[config.mk]
export PLATFORM = sky130hd
export DESIGN_NAME = cpu_exec
export DESIGN_NICKNAME = d
export VERILOG_FILES = /design/src/rtl/cpu_pkg.sv /design/src/rtl/cpu_exec_strength_acc.sv /design/src/rtl/cpu_exec.sv
export SDC_FILE = /design/constraint.sdc
export NUM_CORES = 1
export LEC_CHECK = 0
export ABC_AREA = 1
export CORE_UTILIZATION = 55
export CTS_CLUSTER_SIZE = 40
export DETAILED_ROUTE_END_ITERATION = 16
export PLACE_DENSITY = 0.86
export SLEW_MARGIN = 15
export SYNTH_ARGS = -nofsm -noshare
export SYNTH_HDL_FRONTEND = slang
export SYNTH_SLANG_ARGS = --single-unit
export TNS_END_PERCENT = 50
[constraint.sdc]
create_clock -name clk -period 7.47 [get_ports clk]
set_clock_uncertainty 0.05 [all_clocks]
set_input_delay 2.241 -clock clk [delete_from_list [all_inputs] [get_ports clk]]
set_output_delay 2.241 -clock clk [all_outputs]
set_load 0.05 [all_outputs]
[src/rtl/cpu_pkg.sv]
// Shared definitions for the cycle-accurate CPU executor: FSM states,
// instruction encoding, datapath widths and the signal-strength sample cycles.
package cpu_pkg;

   typedef enum logic [1:0] {
      IDLE  = 2'd0,
      EXEC1 = 2'd1,
      EXEC2 = 2'd2,
      DONE  = 2'd3
   } state_t;

   // Instruction word: bit 8 is the opcode, bits 7:0 the signed immediate.
   localparam int INSTR_W = 9;
   localparam int IMM_W   = 8;
   localparam int OP_BIT  = 8;
   localparam logic OP_NOOP = 1'b0;
   localparam logic OP_ADDX = 1'b1;

   localparam int ADDR_W = 8;
   localparam int CYC_W  = 8;
   // Wide enough to compare against a PROG_LEN beyond the 8-bit address space.
   localparam int PC_W   = 16;
   localparam int PROD_W = 17;
   localparam int SUM_W  = 24;

   // Strength is sampled at cycles 20, 60, 100, 140, 180 and 220.
   localparam int NUM_SAMPLES  = 6;
   localparam int SAMPLE_FIRST = 20;
   localparam int SAMPLE_STEP  = 40;

   function automatic logic [CYC_W-1:0] sample_cycle(input int idx);
      return CYC_W'(SAMPLE_FIRST + SAMPLE_STEP * idx);
   endfunction

endpackage

[src/rtl/cpu_exec_strength_acc.sv]
// Signal-strength accumulator: on an accepted beat at a sample cycle,
// adds cycle_idx * x to the running sum on the accepting clock edge.
module strength_acc
   import cpu_pkg::*;
(
   input  logic                    clk,
   input  logic                    rst,
   input  logic                    fire,
   input  logic [CYC_W-1:0]        cycle_idx,
   input  logic signed [IMM_W-1:0] x,
   output logic signed [SUM_W-1:0] sum
);

   logic [NUM_SAMPLES-1:0]    hit;
   logic signed [PROD_W-1:0]  cyc_ext;
   logic signed [PROD_W-1:0]  x_ext;
   logic signed [PROD_W-1:0]  prod;
   logic signed [SUM_W-1:0]   sum_reg;

   // One comparator per sample cycle.
   generate
      for (genvar gi = 0; gi < NUM_SAMPLES; gi++) begin : g_sample
         assign hit[gi] = (cycle_idx == sample_cycle(gi));
      end
   endgenerate

   // cycle_idx is unsigned, so zero-extend it; x is sign-extended.
   assign cyc_ext = {{(PROD_W-CYC_W){1'b0}}, cycle_idx};
   assign x_ext   = {{(PROD_W-IMM_W){x[IMM_W-1]}}, x};
   assign prod    = cyc_ext * x_ext;

   // Accumulate the signed product on sampled, accepted beats.
   always_ff @(posedge clk) begin
      if (!rst) begin
         sum_reg <= '0;
      end else if (fire && (|hit)) begin
         sum_reg <= sum_reg + {{(SUM_W-PROD_W){prod[PROD_W-1]}}, prod};
      end
   end

   assign sum = sum_reg;

endmodule

[src/rtl/cpu_exec.sv]
// Cycle-accurate executor for a noop/addx program: presents one X beat per
// CPU cycle over a valid/ready handshake and accumulates signal strength.
module cpu_exec
   import cpu_pkg::*;
#(
   parameter int PROG_LEN   = 146,
   parameter int MAX_CYCLES = 240
)
(
   input  logic                    clk,
   input  logic                    rst,
   output logic [ADDR_W-1:0]       imem_addr,
   input  logic [INSTR_W-1:0]      imem_data,
   output logic                    beat_valid,
   input  logic                    beat_ready,
   output logic signed [IMM_W-1:0] x_out,
   output logic [CYC_W-1:0]        cycle_idx,
   output logic signed [SUM_W-1:0] strength_sum,
   output logic                    done
);

   state_t                  state_reg, state_next;
   logic [PC_W-1:0]         pc_reg, pc_next, pc_inc;
   logic signed [IMM_W-1:0] x_reg, x_next;
   logic signed [IMM_W-1:0] imm_reg, imm_next;
   logic [CYC_W-1:0]        cyc_reg, cyc_next;
   logic                    fire;
   logic                    last_beat;
   logic                    prog_end;

   assign beat_valid = (state_reg == EXEC1) || (state_reg == EXEC2);
   assign fire       = beat_valid && beat_ready;
   assign pc_inc     = pc_reg + PC_W'(1);
   assign last_beat  = (cyc_reg == CYC_W'(MAX_CYCLES));
   assign prog_end   = (pc_inc == PC_W'(PROG_LEN));

   // Next-state and datapath updates; nothing moves unless a beat is accepted.
   always_comb begin
      state_next = state_reg;
      pc_next    = pc_reg;
      x_next     = x_reg;
      imm_next   = imm_reg;
      cyc_next   = cyc_reg;
      case (state_reg)
         IDLE: begin
            state_next = (PROG_LEN == 0) ? DONE : EXEC1;
         end
         EXEC1: begin
            if (fire) begin
               cyc_next = cyc_reg + CYC_W'(1);
               if (imem_data[OP_BIT] == OP_ADDX) begin
                  // Immediate captured now so the second beat needs no fetch.
                  imm_next   = imem_data[IMM_W-1:0];
                  state_next = EXEC2;
               end else begin
                  pc_next    = pc_inc;
                  state_next = prog_end ? DONE : EXEC1;
               end
               if (last_beat) begin
                  state_next = DONE;
               end
            end
         end
         EXEC2: begin
            if (fire) begin
               cyc_next   = cyc_reg + CYC_W'(1);
               x_next     = x_reg + imm_reg;
               pc_next    = pc_inc;
               state_next = prog_end ? DONE : EXEC1;
               if (last_beat) begin
                  state_next = DONE;
               end
            end
         end
         default: begin
            state_next = DONE;
         end
      endcase
   end

   // State and datapath registers; reset also drops any pending addx.
   always_ff @(posedge clk) begin
      if (!rst) begin
         state_reg <= IDLE;
         pc_reg    <= '0;
         x_reg     <= IMM_W'(1);
         imm_reg   <= '0;
         cyc_reg   <= CYC_W'(1);
      end else begin
         state_reg <= state_next;
         pc_reg    <= pc_next;
         x_reg     <= x_next;
         imm_reg   <= imm_next;
         cyc_reg   <= cyc_next;
      end
   end

   assign imem_addr = pc_reg[ADDR_W-1:0];
   assign x_out     = x_reg;
   assign cycle_idx = cyc_reg;
   assign done      = (state_reg == DONE);

   strength_acc u_acc (
      .clk       (clk),
      .rst       (rst),
      .fire      (fire),
      .cycle_idx (cyc_reg),
      .x         (x_reg),
      .sum       (strength_sum)
   );

endmodule

=== Yosys cells after proc, flatten, opt, wreduce, memory -nomap -nowiden ===
Index checks and enable logic that the tools add are counted.

* $add $sub $neg: 4
* Multipliers: 1
* Equal/unequal tests: 14
* Multiplexer cells: 11
* Reductions and logical operators: 12

{| class="wikitable"
|+ Operator list
! operator !! count
|-
| $mux W16 || 3
|-
| $eq A8 B8 Y1 const B || 4
|-
| $pmux W16 S2 || 1
|-
| $add A24 B24 Y24 || 1
|-
| $mul A9 B8 Y17 || 1
|-
| $add A16 B1 Y16 const B || 1
|-
| $eq A16 B8 Y1 const B || 1
|-
| $mux W2 || 6
|-
| $add A8 B1 Y8 const B || 1
|-
| $add A8 B8 Y8 || 1
|-
| $eq A8 B5 Y1 const B || 1
|-
| $eq A8 B6 Y1 const B || 1
|-
| $eq A8 B7 Y1 const B || 1
|-
| $pmux W2 S3 || 1
|-
| $reduce_and A2 Y1 || 3
|-
| $reduce_or A6 Y1 || 1
|-
| $eq A2 B2 Y1 const B || 2
|-
| $ne A2 B1 Y1 const B || 2
|-
| $reduce_and A4 Y1 || 1
|-
| $reduce_and A3 Y1 || 1
|-
| $eq A2 B1 Y1 const B || 1
|-
| $logic_and A1 B1 Y1 || 2
|-
| $logic_not A2 Y1 || 1
|-
| $ne A2 B2 Y1 const B || 1
|-
| 3 further kinds || 3
|}

* Register bits: 66
* Input bits: 12
* Output and inout port bits: 50
* Word-level logic and storage cells: 48

=== Longest topological paths before layout ===
Gate-level depths: netlist (run 1).

* Depth after elaboration: 7
* Gate-level depth with buffers: 34
* Mapped depth without buffers: 33

=== By module ===
Synthesis (run 1) repeated with hierarchy kept, for this count alone.

* Cell total of the unflattened synthesis: 1046
* Area, all modules: 7099.3 sq um

{| class="wikitable"
|+ By module, submodules not included
! module !! instances !! cells an instance !! area an instance (sq um) !! seq. area each (sq um)
|-
| strength_acc || 1 || 700 || 4669.5 || 480.5
|-
| cpu_exec || 1 || 346 || 2429.8 || 840.8
|}

=== Worst setup path after synthesis (run 1) ===
Ideal clock, no wire load.

* Kind: reg2reg
* Start point: reg x_reg[7], in the netlist x_out[7]
* End point: reg u_acc.sum_reg[22], in the netlist u_acc.sum[22]
* Library setup time: 0.113 ns
* Arrival: 5.807 ns
* Data required time: 7.307 ns
* Setup slack: 1.500 ns
* Stages on the path, launching flop included: 27
* Path buffers: 0
* Cell sequence: dfxtp_1 > clkinv_1 > nor2_1 > fa_1 > fa_1 > fa_1 > inv_1 > fa_1 > inv_1 > ha_1 > a21oi_1 > nand2_1 > a21oi_1 > o21ai_0 > a21oi_1 > xor2_1 > inv_1 > ha_1 > nand2_1 > nor2_1 > nand2_1 > o21ai_0 > nand2_1 > nand2_1 > nor2_1 > o21ai_1 > inv_1

* Longest elaborated chain between the ends: 2

{| class="wikitable"
|+ Ends and longest elaborated chain
! what !! line !! RTL
|-
| start, declared || cpu_exec.sv:24 || <nowiki>logic signed [IMM_W-1:0] x_reg, x_next;</nowiki>
|-
| start signal, assigned || cpu_exec.sv:92 || <nowiki>x_reg <= x_next;</nowiki>
|-
| $mul A9 B8 Y17 || cpu_exec_strength_acc.sv:30 || <nowiki>assign prod = cyc_ext * x_ext;</nowiki>
|-
| $add A24 B24 Y24 || cpu_exec_strength_acc.sv:37 || <nowiki>sum_reg <= sum_reg + {{(SUM_W-PROD_W){prod[PROD_W-1]}}, prod};</nowiki>
|-
| end signal, assigned || cpu_exec_strength_acc.sv:37 ||
|-
| end, declared || cpu_exec_strength_acc.sv:18 || <nowiki>logic signed [SUM_W-1:0] sum_reg;</nowiki>
|}

No other way between the ends.
A chain may end at the register's enable or synchronous reset.

=== Worst setup path after layout (run 1) ===
* Start point: reg cyc_reg[3], in the netlist cycle_idx[3]
* End point: reg u_acc.sum_reg[22], in the netlist u_acc.sum[22]

* Longest elaborated chain between the ends: 3
* Elaborated cells on any way between the ends: 10
* Those cells by class: add/sub: 1; mul: 1; eq/ne: 6; reduce/logical: 2

{| class="wikitable"
|+ Ends and longest elaborated chain
! what !! line !! RTL
|-
| start, declared || cpu_exec.sv:26 || <nowiki>logic [CYC_W-1:0] cyc_reg, cyc_next;</nowiki>
|-
| start signal, assigned || cpu_exec.sv:94 || <nowiki>cyc_reg <= cyc_next;</nowiki>
|-
| parallel branches: the longest is 3 deep, another holds $add A24 B24 Y24 || n/a ||
|}

Several ways; the timed one is not identified.

==> reports/results.txt, run 1 <==
The worst supply voltage drop on vdd is 0.1405 mV, and the post-cts hold buffer count is 0. For the final routed database, the setup TNS stands at 0 ns. In this run the static leakage power is 4.159 nW.

The flop and latch count out of synthesis was 66. The register with the most flip-flops in the layout has 24 of them. The run gives 2 as the worst-case clock buffer depth. Register share of total power: 0.323. Post-CTS repair changed the size of 0 cells. STA classifies the critical path endpoint as a flop.

The fmax was 162.3 MHz; the internal power summed over all cells was 0.9019 mW. Of all nets on the critical path, the largest fanout is 15. Once detail routing completed, the nets flagged for antenna violations numbered 0. The clock period minus worst slack is 6.160 ns. For the pin count of the biggest net entering global routing, the log shows 53.

The critical path in this run is classified as flop to flop. Total count of hold-check failures in the final report: 0. The number of setup buffers added after CTS is 0. By area, the combinational part of the netlist is dominated by adder cells. The tools report the total power as 1.438 mW. The type of the most critical hold path was flop to flop. The HPWL after detailed placement is 12300 um.

The clock share of power was 0.367; the clock buffer count from CTS was 9. The H-tree level count came out at 3. The run gives 0.4694 ns as the worst slack on hold paths. The post-synthesis average cell area is 6.804 um2, and the critical path required time is 7.66 ns. The initial antenna violation count is 0, and the clock transition at the registers of the reported paths is 0.06 ns.

The detailed-route vias per instance came out at 5.364. The tools report the clock root buffer master as clkbuf_16. The clock sink count is 66, and the simple logic cell fraction of the synthesized area is 0.2387. The tools report the site row count as 40. In this run, the number of DRC markers left after iteration 0 of detailed routing was 478. At the later pin of the worst-skew pair, clock insertion delay measures 0.34 ns. TritonCTS built the clock tree.

The post-synthesis adder-cell area fraction was 0.2639. The flow ran to the end, and the final reports show no timing, DRC or antenna violations. Initial cell density of the core: 0.5691.

Yosys mapped the design onto 43 distinct sky130hd cell types. The final layout contains 1184 nets. The core footprint was 12110 um2; the global-route total usage across every layer was 0.2705.

After routing the design area is 7888 um2. When the netlist entered floorplanning its net count stood at 1147. The count of buffers added on input and output ports is 61. Global routing finished with a remaining overflow of 0. Setup violations remaining at the end of the flow were counted as 0. Power spread over the standard cell area amounts to 182.3 nW/um2. Count of final max-slew check failures: 0. Setup repair after global routing left no endpoint under its margin. The final critical-path share of the clock period is 0.8247, and the share of cell area taken by muxes after synthesis is 0. The run gives 0.310 as the power share of the combinational group. The area growth from synthesis to layout was 14.43%. First-pass GRT wire length: 28140 um. The floorplan step set the die height to 114.0 um.

For this run, the number of Yosys warnings is 0. The proportion of synthesized chip area in sequential cells was 0.1917; the post-synthesis compound-gate area fraction was 0.1314. The switching portion of total power is 0.3729, and the data arrival time at the worst-slack endpoint is 6.35 ns. In this run the cell area of the synthesized design comes to 6893 um2.

The run gives 1013 as the gate count after technology mapping. The number of global-route vias before repair is 6150. Leaving out fill and tap cells, the most frequent cells in the layout are nand2_1, inv_1, nor2_1. The library cell used most frequently in the layout, excluding fill and tap cells, is nand2_1.

The xor/xnor cell area share of the yosys netlist is 0.04193, and the relative max-transition margin is 0.6162. The detail-routed net length per standard cell is 13.50 um, and the share of final-layout standard cells stronger than drive strength 1 is 0.02938. The number of design rule violations left after detail routing is 0, and the switching power total is 0.5363 mW. The tools report the last weighted congestion value of the routability-driven placer as 0.9465. The overall via count from detail_route is 6560. For this design the top-level I/O count stands at 62. The total wire length after detailed routing was 16510 um; the die width was 114.0 um. The antenna diode instance count came out at 0.

The worst setup path is launched from a flop. The placed instances occupy a cell area of 7521 um2. The die outline area was 12980 um2; the detailed-router iteration count before antenna repair was 5. For the pin with the worst max-slew slack, the measured transition is 0.5696 ns.

Max-cap violations in this run came to 0.
stage by stage:
stage | worst slack, ns | std cells | util
after floorplan | 1.500 | 1013 | -
after global placement | 1.541 | 1207 | 0.6210
after detailed placement | 1.434 | 1207 | 0.6210
after CTS | 1.336 | 1223 | 0.6512
after global routing | 0.7690 | 1223 | 0.6512
final | 1.310 | 1223 | 0.6512
cells in the mapped netlist (all sizes together):
| master | n | area, um2 |
|---|---|---|
| o221ai | 1 | 8.760 |
| a31oi | 3 | 18.77 |
| clkinv | 3 | 11.26 |
| a21o | 3 | 22.52 |
| a21boi | 3 | 26.27 |
| o31ai | 1 | 7.510 |
| xor2 | 19 | 166.4 |
| o2111ai | 1 | 8.760 |
| nand3b | 3 | 22.52 |
| inv | 186 | 700.7 |
| o211ai | 3 | 22.52 |
| a21oi | 75 | 379.1 |
| buf | 23 | 151.4 |
| o21a | 1 | 7.510 |
| nand3 | 41 | 215.2 |
| o22ai | 1 | 6.260 |
| nand2 | 219 | 829.6 |
| a211oi | 2 | 15.01 |
| a31o | 1 | 8.760 |
| ha | 83 | 1039 |
| fa | 39 | 780.8 |
| a221oi | 1 | 8.760 |
| xnor2 | 14 | 122.6 |
| o21ai | 73 | 365.3 |
| dfxtp | 66 | 1321 |
| nand4 | 14 | 87.58 |
| nor3 | 11 | 55.05 |
| nor4 | 1 | 6.260 |
| and2 | 2 | 12.51 |
| nor2 | 107 | 416.7 |
| clkbuf | 13 | 48.80 |
power groups by stage:
stage,clock [mW],sequential (mW),combinational [mW]
after floorplan,0,0.469,0.330
after global placement,0,0.467,0.426
after detailed placement,0,0.470,0.440
after CTS,0.533,0.463,0.446
after global routing,0.548,0.471,0.494
final,0.528,0.465,0.445
cell families (layout without fill, tap and decap cells):
family | count (synthesis) | count (layout)
DFF | 66 | 66
buffers and inverters | 225 | 267
adders and majority gates | 122 | 122
xor gates and xnor gates | 33 | 33
and+or+nand+nor | 398 | 398
AOI/OAI and AO/OA | 169 | 169
worst max-delay path, stage by stage, from the launching register on:
cell	delay, ns
dfxtp_1	0.68
nand2_1	0.18
fa_1	0.49
fa_1	0.54
inv_1	0.05
fa_1	0.48
inv_1	0.06
fa_1	0.52
inv_1	0.04
ha_1	0.37
a21oi_1	0.22
nand2_1	0.07
a21oi_1	0.19
o21ai_0	0.17
a21oi_1	0.19
xor2_1	0.17
inv_1	0.06
ha_1	0.34
nand2_1	0.11
nor2_1	0.15
nand2_1	0.06
o21ai_0	0.43
nand2_1	0.12
nand2_1	0.10
nor2_1	0.04
o21ai_1	0.12
inv_1	0.04
metal layers:
layer | routed length (um) | vias up | GRT usage
li1 | - | 3283 | -
met2 | 7743 | 206 | 0.4444
met4 | 398 | 0 | 0.1013
met5 | 0 | - | 0
met1 | 7374 | 3037 | 0.3565
met3 | 996 | 34 | 0.04570
final timing paths:
kind	start	end	slack, ns	cells past startpoint
setup / recovery	cycle_idx[3]	u_acc.sum[22]	1.31	26
hold / removal	u_acc.sum[0]	u_acc.sum[0]	0.47	2
setup reg to reg	cycle_idx[3]	u_acc.sum[22]	1.31	26
hold reg to reg	u_acc.sum[0]	u_acc.sum[0]	0.47	2
layout make-up:
type | instances | area, um2
Sequential cell | 66 | 1321
Timing Repair Buffer | 62 | 618.1
Fill cell | 1095 | 4224
Tap cell | 168 | 210.2
Multi-Input combinational cell | 722 | 4659
Clock inverter | 7 | 141.4
Clock buffer | 9 | 225.2
Inverter | 189 | 711.9
Note: power is estimated with default switching activity, not from simulation.
==> run 2, diff against run 1 <==
==> constraint.sdc (replaced) <==
create_clock -name clk -period 6.2 [get_ports clk]
set_clock_uncertainty 0.05 [all_clocks]
set_input_delay 1.86 -clock clk [delete_from_list [all_inputs] [get_ports clk]]
set_output_delay 1.86 -clock clk [all_outputs]
set_load 0.05 [all_outputs]
==> run 2 against run 1 <==
Net effect:
- final cell count grew 0.90%
- core utilization grew 0.83 points
- clock power shrank 7.8%
- register-to-register slack lost 0.84 ns
- largest power group is now combinational logic
- die area is the same
- wire length shrank 1.1%
- count of clock-buffer cells in the layout grew 1
- design area grew 1.3%
- sequential cell count is the same
- critical path depth is the same
- combinational power grew 27%
- worst hold slack gained 0.0037 ns
- largest cell class unchanged
==> reports/results.txt, run 2 (synthesis gave the netlist of run 1 again) <==
The run gives 0.6595 (was 0.6512) as the final core utilization. Floorplan die height: 114.0 um (unchanged). Most common library cell in the layout ignoring fill and taps: nand2_1 (unchanged). The largest delay contributor family on the critical path was adder cells (unchanged). The run gives 0 (unchanged) as the initial antenna violation count.

The tools report the number of design rule violations left after detail routing as 0 (unchanged). The site row count was 40 (unchanged); the number of fillers in the final layout was 1032 (was 1095). The critical path startpoint category is a flop (unchanged).

For the first-pass GRT wire length, the log shows 28120 um (was 28140 um). TritonCTS built the clock tree. The die width was 114.0 um (unchanged); the last weighted congestion value of the routability-driven placer was 0.9147 (was 0.9465). The tools report the pin count of the biggest net entering global routing as 47 (was 53). The I/O pin total came out at 62 (unchanged).

The biggest cell delay along the critical path was 0.55 ns (was 0.68 ns). The critical path's slowest cell is fa_1 (was dfxtp_1). Worst supply voltage drop on vdd: 0.1300 mV (was 0.1405 mV). The clock period minus worst slack came out at 5.726 ns (was 6.160 ns). The count of final max-slew check failures is 0 (unchanged), and the total of buffers placed on input and output ports is 61 (unchanged). The type of the most critical hold path was flop to flop (unchanged). The sum of overflow across all layers after global routing was 0 (unchanged).

The tools report the aggregate negative setup slack as 0 ns (unchanged). The flip-flop count of the largest register after layout was 24 (unchanged). The overall via count from detail_route came out at 6572 (was 6560). The busiest layer in global routing is met2 (unchanged).

The logs give 16330 um (was 16510 um) for the total wire length after detailed routing and 174.7 MHz (was 162.3 MHz) for the fmax. The share of final-layout standard cells stronger than drive strength 1 was 0.04972 (was 0.02938). The total count of hold-check failures in the final report came out at 0 (unchanged). Detail-routed net length per standard cell: 13.23 um (was 13.50 um). The worst-margin pin slew works out to 0.5671 ns (was 0.5696 ns).

The data arrival time at the worst-slack endpoint was 5.91 ns (was 6.35 ns); the relative max-transition margin was 0.6207 (was 0.6162). The number of max-capacitance violations reported is 0 (unchanged). The post-cts hold buffer count is 0 (unchanged), and the number of global-route vias before repair is 6325 (was 6150). For the later-pin clock latency in the skew report, the log shows 0.34 ns (about the same). Setup repair after global routing left no endpoint under its margin. The largest driver fanout on the critical path was 9 (was 15). The clock transition at the registers of the reported paths came out at 0.05 ns (was 0.06 ns). The final critical-path share of the clock period works out to 0.9235 (was 0.8247). The placed wire-length estimate came out at 12470 um (was 12300 um).

The clock sink count is 66 (unchanged). The met1 track demand over resource in global routing was 0.3378 (was 0.3565). The global-route total usage across every layer was 0.2683 (was 0.2705); the initial cell density of the core was 0.5691 (unchanged). The core footprint came out at 12110 um2 (unchanged). The most common cell type on the critical path was inv_1 (was nand2_1). Number of nets still failing antenna checks after routing: 0 (unchanged). The critical path endpoint category is a flop (unchanged).

The clock buffer count from CTS is 9 (unchanged), and the critical path required time is 6.38 ns (was 7.66 ns). The tools report the detailed-router iteration count before antenna repair as 5 (unchanged). The sum of buffers and inverters on the critical path came out at 6 (was 5). The met3 global-route usage was 0.05420 (was 0.04570); the antenna diode instance count was 0 (unchanged). The setup violation total in the final timing report was 0 (unchanged); the post-CTS repair timing setup buffer count was 0 (unchanged). The worst-case clock buffer depth was 2 (unchanged); the number of DRC markers in iteration 0 was 394 (was 478).

Kind of critical path: flop to flop (unchanged). Power density over the cells: 199.3 nW/um2 (was 182.3 nW/um2). The tools report the count of nets after finishing as 1198 (was 1184). The die outline area was 12980 um2 (unchanged). The clock root buffer master was clkbuf_16 (unchanged).

The detailed-route vias per instance was 5.326 (was 5.364). The static leakage is 4.178 nW (was 4.159 nW). Top library cells by usage in the layout, fill and taps aside: nand2_1, inv_1, nor2_1 (unchanged). For the H-tree level count, the log shows 3 (unchanged). The run gives 0.4529 (was 0.4444) as the met2 track demand over resource in global routing. The run finished with clean final reports.

The area growth from synthesis to layout works out to 15.88% (was 14.43%).
## run 2: worst paths after layout
check	end	startpoint	slack, ns	cells after the start
max	u_acc.sum[20]	x_out[4]	0.47	26
min	imm_reg[4]	imm_reg[4]	0.47	2
max reg2reg	u_acc.sum[20]	x_out[4]	0.47	26
min reg2reg	imm_reg[4]	imm_reg[4]	0.47	2
## run 2: layout make-up
type / instances / area (um2) / area share
Clock buffer: 10 / 229.0 / 0.02867
Sequential cell: 66 / 1324 / 0.1657
Multi-Input combinational cell: 722 / 4746 / 0.5941
Tap cell: 168 / 210.2 / 0.02632
Clock inverter: 3 / 43.79 / 0.005482
Inverter: 189 / 711.9 / 0.08913
Timing Repair Buffer: 76 / 723.2 / 0.09054
## run 2: timing repair
| action | in CTS | in global routing |
|---|---|---|
| endpoints found under the setup margin | 0 | 8 |
| resized for setup | 0 | 17 |
| hold endpoints to repair | 0 | 0 |
## run 2: where the power goes
part           total [mW]  internal [mW]  switching [mW]  leakage, nW
combinational       0.565          0.193           0.372         3.51
sequential          0.540          0.475          0.0641        0.536
clock               0.487          0.304           0.183        0.134
## run 2: stage by stage
step | worst slack [ns] | instance area, um2 | hold slack [ns] | instances | power [mW]
2_1_floorplan | 0.2298 | 6893 | 0.4281 | 1013 | 0.9632
3_3_place_gp | 0.4486 | 7626 | 0.4494 | 1221 | 1.090
3_5_place_dp | 0.3106 | 7626 | 0.4618 | 1221 | 1.103
4_1_cts | 0.2725 | 7899 | 0.4748 | 1234 | 1.599
5_1_grt | 0.01534 | 7988 | 0.4901 | 1234 | 1.690
6_report | 0.4743 | 7988 | 0.4731 | 1234 | 1.592
## run 2: per-layer routing
metal	part of all wire	vias up	wire length [um]
li1	-	3305	-
met1	0.44	3037	7249
met2	0.48	196	7810
met3	0.054	34	888
met4	0.023	0	378
met5	0	-	0
## run 2: worst min-delay path: stages (launching register included)
cell and delay [ns]:
dfxtp_1 0.32, o21ai_0 0.09, nor2_1 0.08
==> run 3, diff against run 2 <==
==> constraint.sdc (replaced) <==
create_clock -name clk -period 5.75 [get_ports clk]
set_clock_uncertainty 0.05 [all_clocks]
set_input_delay 1.725 -clock clk [delete_from_list [all_inputs] [get_ports clk]]
set_output_delay 1.725 -clock clk [all_outputs]
set_load 0.05 [all_outputs]
==> run 3 against run 2 <==
Net effect:
- wire length is 4.3% higher
- total power is 17% higher
- critical path depth is 4 higher
- final cell count is 0.65% higher
- register-to-register slack worse by 0.15 ns
- worst hold slack worse by 0.0075 ns
- die area stayed put
- design area is 3.3% higher
- worst setup slack worse by 0.15 ns
- combinational power is 12% higher
- critical endpoint is now u_acc.sum[19]
==> reports/results.txt, run 3 (synthesis gave the netlist of run 1 again) <==
The run finished with clean final reports. Final instance count without filler cells: 1242 (was 1234). Detailed-route vias per instance: 5.319 (was 5.326). The core footprint came out at 12110 um2 (unchanged).

For the data arrival time at the worst-slack endpoint, the log shows 5.62 ns (was 5.91 ns). Largest delay contributor family on the critical path: adder cells (unchanged). The setup violation total in the final timing report is 0 (unchanged).

The type of the most critical hold path is flop to flop (unchanged). The count of nets after finishing is 1203 (was 1198). Count of final max-slew check failures: 0 (unchanged). The tools report the critical path startpoint category as a flop (unchanged). The run gives 0.4655 ns (was 0.4731 ns) as the worst slack on hold paths.

The total of buffers placed on input and output ports was 61 (unchanged). The most common cell type on the critical path was nand2_1 (was inv_1). The clock period minus worst slack was 5.421 ns (was 5.726 ns); the number of design rule violations left after detail routing was 0 (unchanged).

The tools report the launch point of the worst hold path as imm_reg[1] (was imm_reg[4]). The run gives 0.9301 (was 0.9147) as the last weighted congestion value of the routability-driven placer. The area growth from synthesis to layout is 19.70% (was 15.88%), and the share of final-layout standard cells stronger than drive strength 1 is 0.08659 (was 0.04972).

For the H-tree level count, the log shows 3 (unchanged). Number of max-capacitance violations reported: 0 (unchanged). The placed wire-length estimate came out at 12660 um (was 12470 um). The fmax is 184.5 MHz (was 174.7 MHz). The post-CTS repair timing setup buffer count is 0 (unchanged), and the biggest cell delay along the critical path is 0.54 ns (was 0.55 ns). The later-pin clock latency in the skew report was 0.35 ns (was 0.34 ns); the critical path required time was 5.95 ns (was 6.38 ns).

Static leakage: 4.241 nW (was 4.178 nW). The detailed-router iteration count before antenna repair is 5 (unchanged). Overall via count from detail_route: 6606 (was 6572). Top library cells by usage in the layout, fill and taps aside: nand2_1, inv_1, nor2_1 (unchanged). For the pin count of the biggest net entering global routing, the log shows 47 (unchanged). The total wire length after detailed routing is 17030 um (was 16330 um), and the clock buffer count from CTS is 9 (unchanged). The power density over the cells was 226.2 nW/um2 (was 199.3 nW/um2); the total count of hold-check failures in the final report was 0 (unchanged).

The tools report the final design area excluding fillers as 8250 um2 (was 7988 um2). The floorplan die height was 114.0 um (unchanged). The die width works out to 114.0 um (unchanged).

The initial cell density of the core is 0.5691 (unchanged), and the clock sink count is 66 (unchanged). Critical path endpoint category: a flop (unchanged). The antenna diode instance count was 0 (unchanged); the number of instances on the worst hold path was 2 (unchanged).

The most common library cell in the layout ignoring fill and taps is nand2_1 (unchanged). The logic depth of the worst register-to-register path was 30 (was 26). Capture point of the worst reg-to-reg path: u_acc.sum[19] (was u_acc.sum[20]). The tools report the standard cell area after detailed placement as 7671 um2 (was 7626 um2).

The largest driver fanout on the critical path is 7 (was 9), and the flip-flop count of the largest register after layout is 24 (unchanged). The run gives 0 (unchanged) as the number of nets still failing antenna checks after routing. The worst supply voltage drop on vdd is 0.1582 mV (was 0.1300 mV), and the detail-routed net length per standard cell is 13.71 um (was 13.23 um). The startpoint of the most critical register-to-register path is x_out[7] (was x_out[4]). The logs give 0.33 ns (was 0.47 ns) for the flop-to-flop setup slack and 2 (unchanged) for the worst-case clock buffer depth. The relative max-transition margin is 0.5936 (was 0.6207), and the die outline area is 12980 um2 (unchanged). The clock transition at the registers of the reported paths was 0.06 ns (was 0.05 ns). The I/O pin total was 62 (unchanged). The final critical-path share of the clock period is 0.9428 (was 0.9235). The initial antenna violation count is 0 (unchanged). The kind of critical path was flop to flop (unchanged). The sum of overflow across all layers after global routing came out at 0 (unchanged). The tools report the clock root buffer master as clkbuf_16 (unchanged).

The aggregate negative setup slack came out at 0 ns (unchanged). TritonCTS built the clock tree. The worst-margin pin slew is 0.6078 ns (was 0.5671 ns), and the number of placed cells counting well taps is 1226 (was 1221). Sum of buffers and inverters on the critical path: 6 (unchanged). First-pass GRT wire length: 27800 um (was 28120 um).

The run gives 450 (was 394) as the number of DRC markers in iteration 0. The worst min-delay path endpoint was imm_reg[1] (was imm_reg[4]). For the number of global-route vias before repair, the log shows 6207 (was 6325).

The global-route total usage across every layer was 0.2688 (was 0.2683). The site row count is 40 (unchanged). The critical path's slowest cell is fa_1 (unchanged). The final core utilization is 0.6812 (was 0.6595), and the post-cts hold buffer count is 0 (unchanged).
## run 3: tightest hold or removal path, stage by stage, from the launching register on
cell and delay, ns:
dfxtp_1 0.31, inv_1 0.09, a21oi_1 0.07
## run 3: layout make-up
cell class                 instances  area, um2
timing repair buffer              81      764.5
clock inverter                     6      112.6
sequential                        66       1341
fill                             996       3861
clock buffer                      10      239.0
multi-input combinational        722       4867
tap                              168      210.2
inverter                         189      715.7
## run 3: how the worst max path moves through the flow
| stage | startpoint | depth (start not counted) | slack [ns] | to |
|---|---|---|---|---|
| after detailed placement | x_out[7] | 26 | -0.003 | u_acc.sum[22] |
| after global routing | x_out[7] | 29 | -0.07 | u_acc.sum[23] |
| after CTS | x_out[7] | 28 | 0.03 | u_acc.sum[23] |
| final | x_out[7] | 30 | 0.33 | u_acc.sum[19] |
| after global placement | x_out[7] | 28 | 0.08 | u_acc.sum[23] |
| after floorplan | cycle_idx[1] | 26 | 0.0004 | u_acc.sum[22] |
## run 3: through the flow
step           setup slack [ns]  total power, mW
2_1_floorplan         0.0004108            1.039
3_3_place_gp            0.08319            1.184
3_5_place_dp          -0.003272            1.198
4_1_cts                 0.03446            1.858
5_1_grt                -0.07394            1.963
6_report                 0.3290            1.866
## run 3: power by group
group | switching, mW | internal, mW
sequential | 0.0627 | 0.512
clock | 0.219 | 0.436
combinational | 0.418 | 0.217
## run 3: what timing repair did
action                                  4_1_cts  5_1_grt
cloned                                        0        0
endpoints found under the hold margin         0        0
endpoints found under the setup margin        2       11
pin swaps                                     0        6
resized for setup                             1       48
## run 3: routing by layer
metal	vias to the layer above	share of wire	wire length, um	track usage
li1	3315	-	-	-
met1	3054	0.45	7626	0.3525
met2	192	0.47	8046	0.4384
met3	45	0.051	872	0.05048
met4	0	0.028	485	0.1039
met5	-	0	0	0
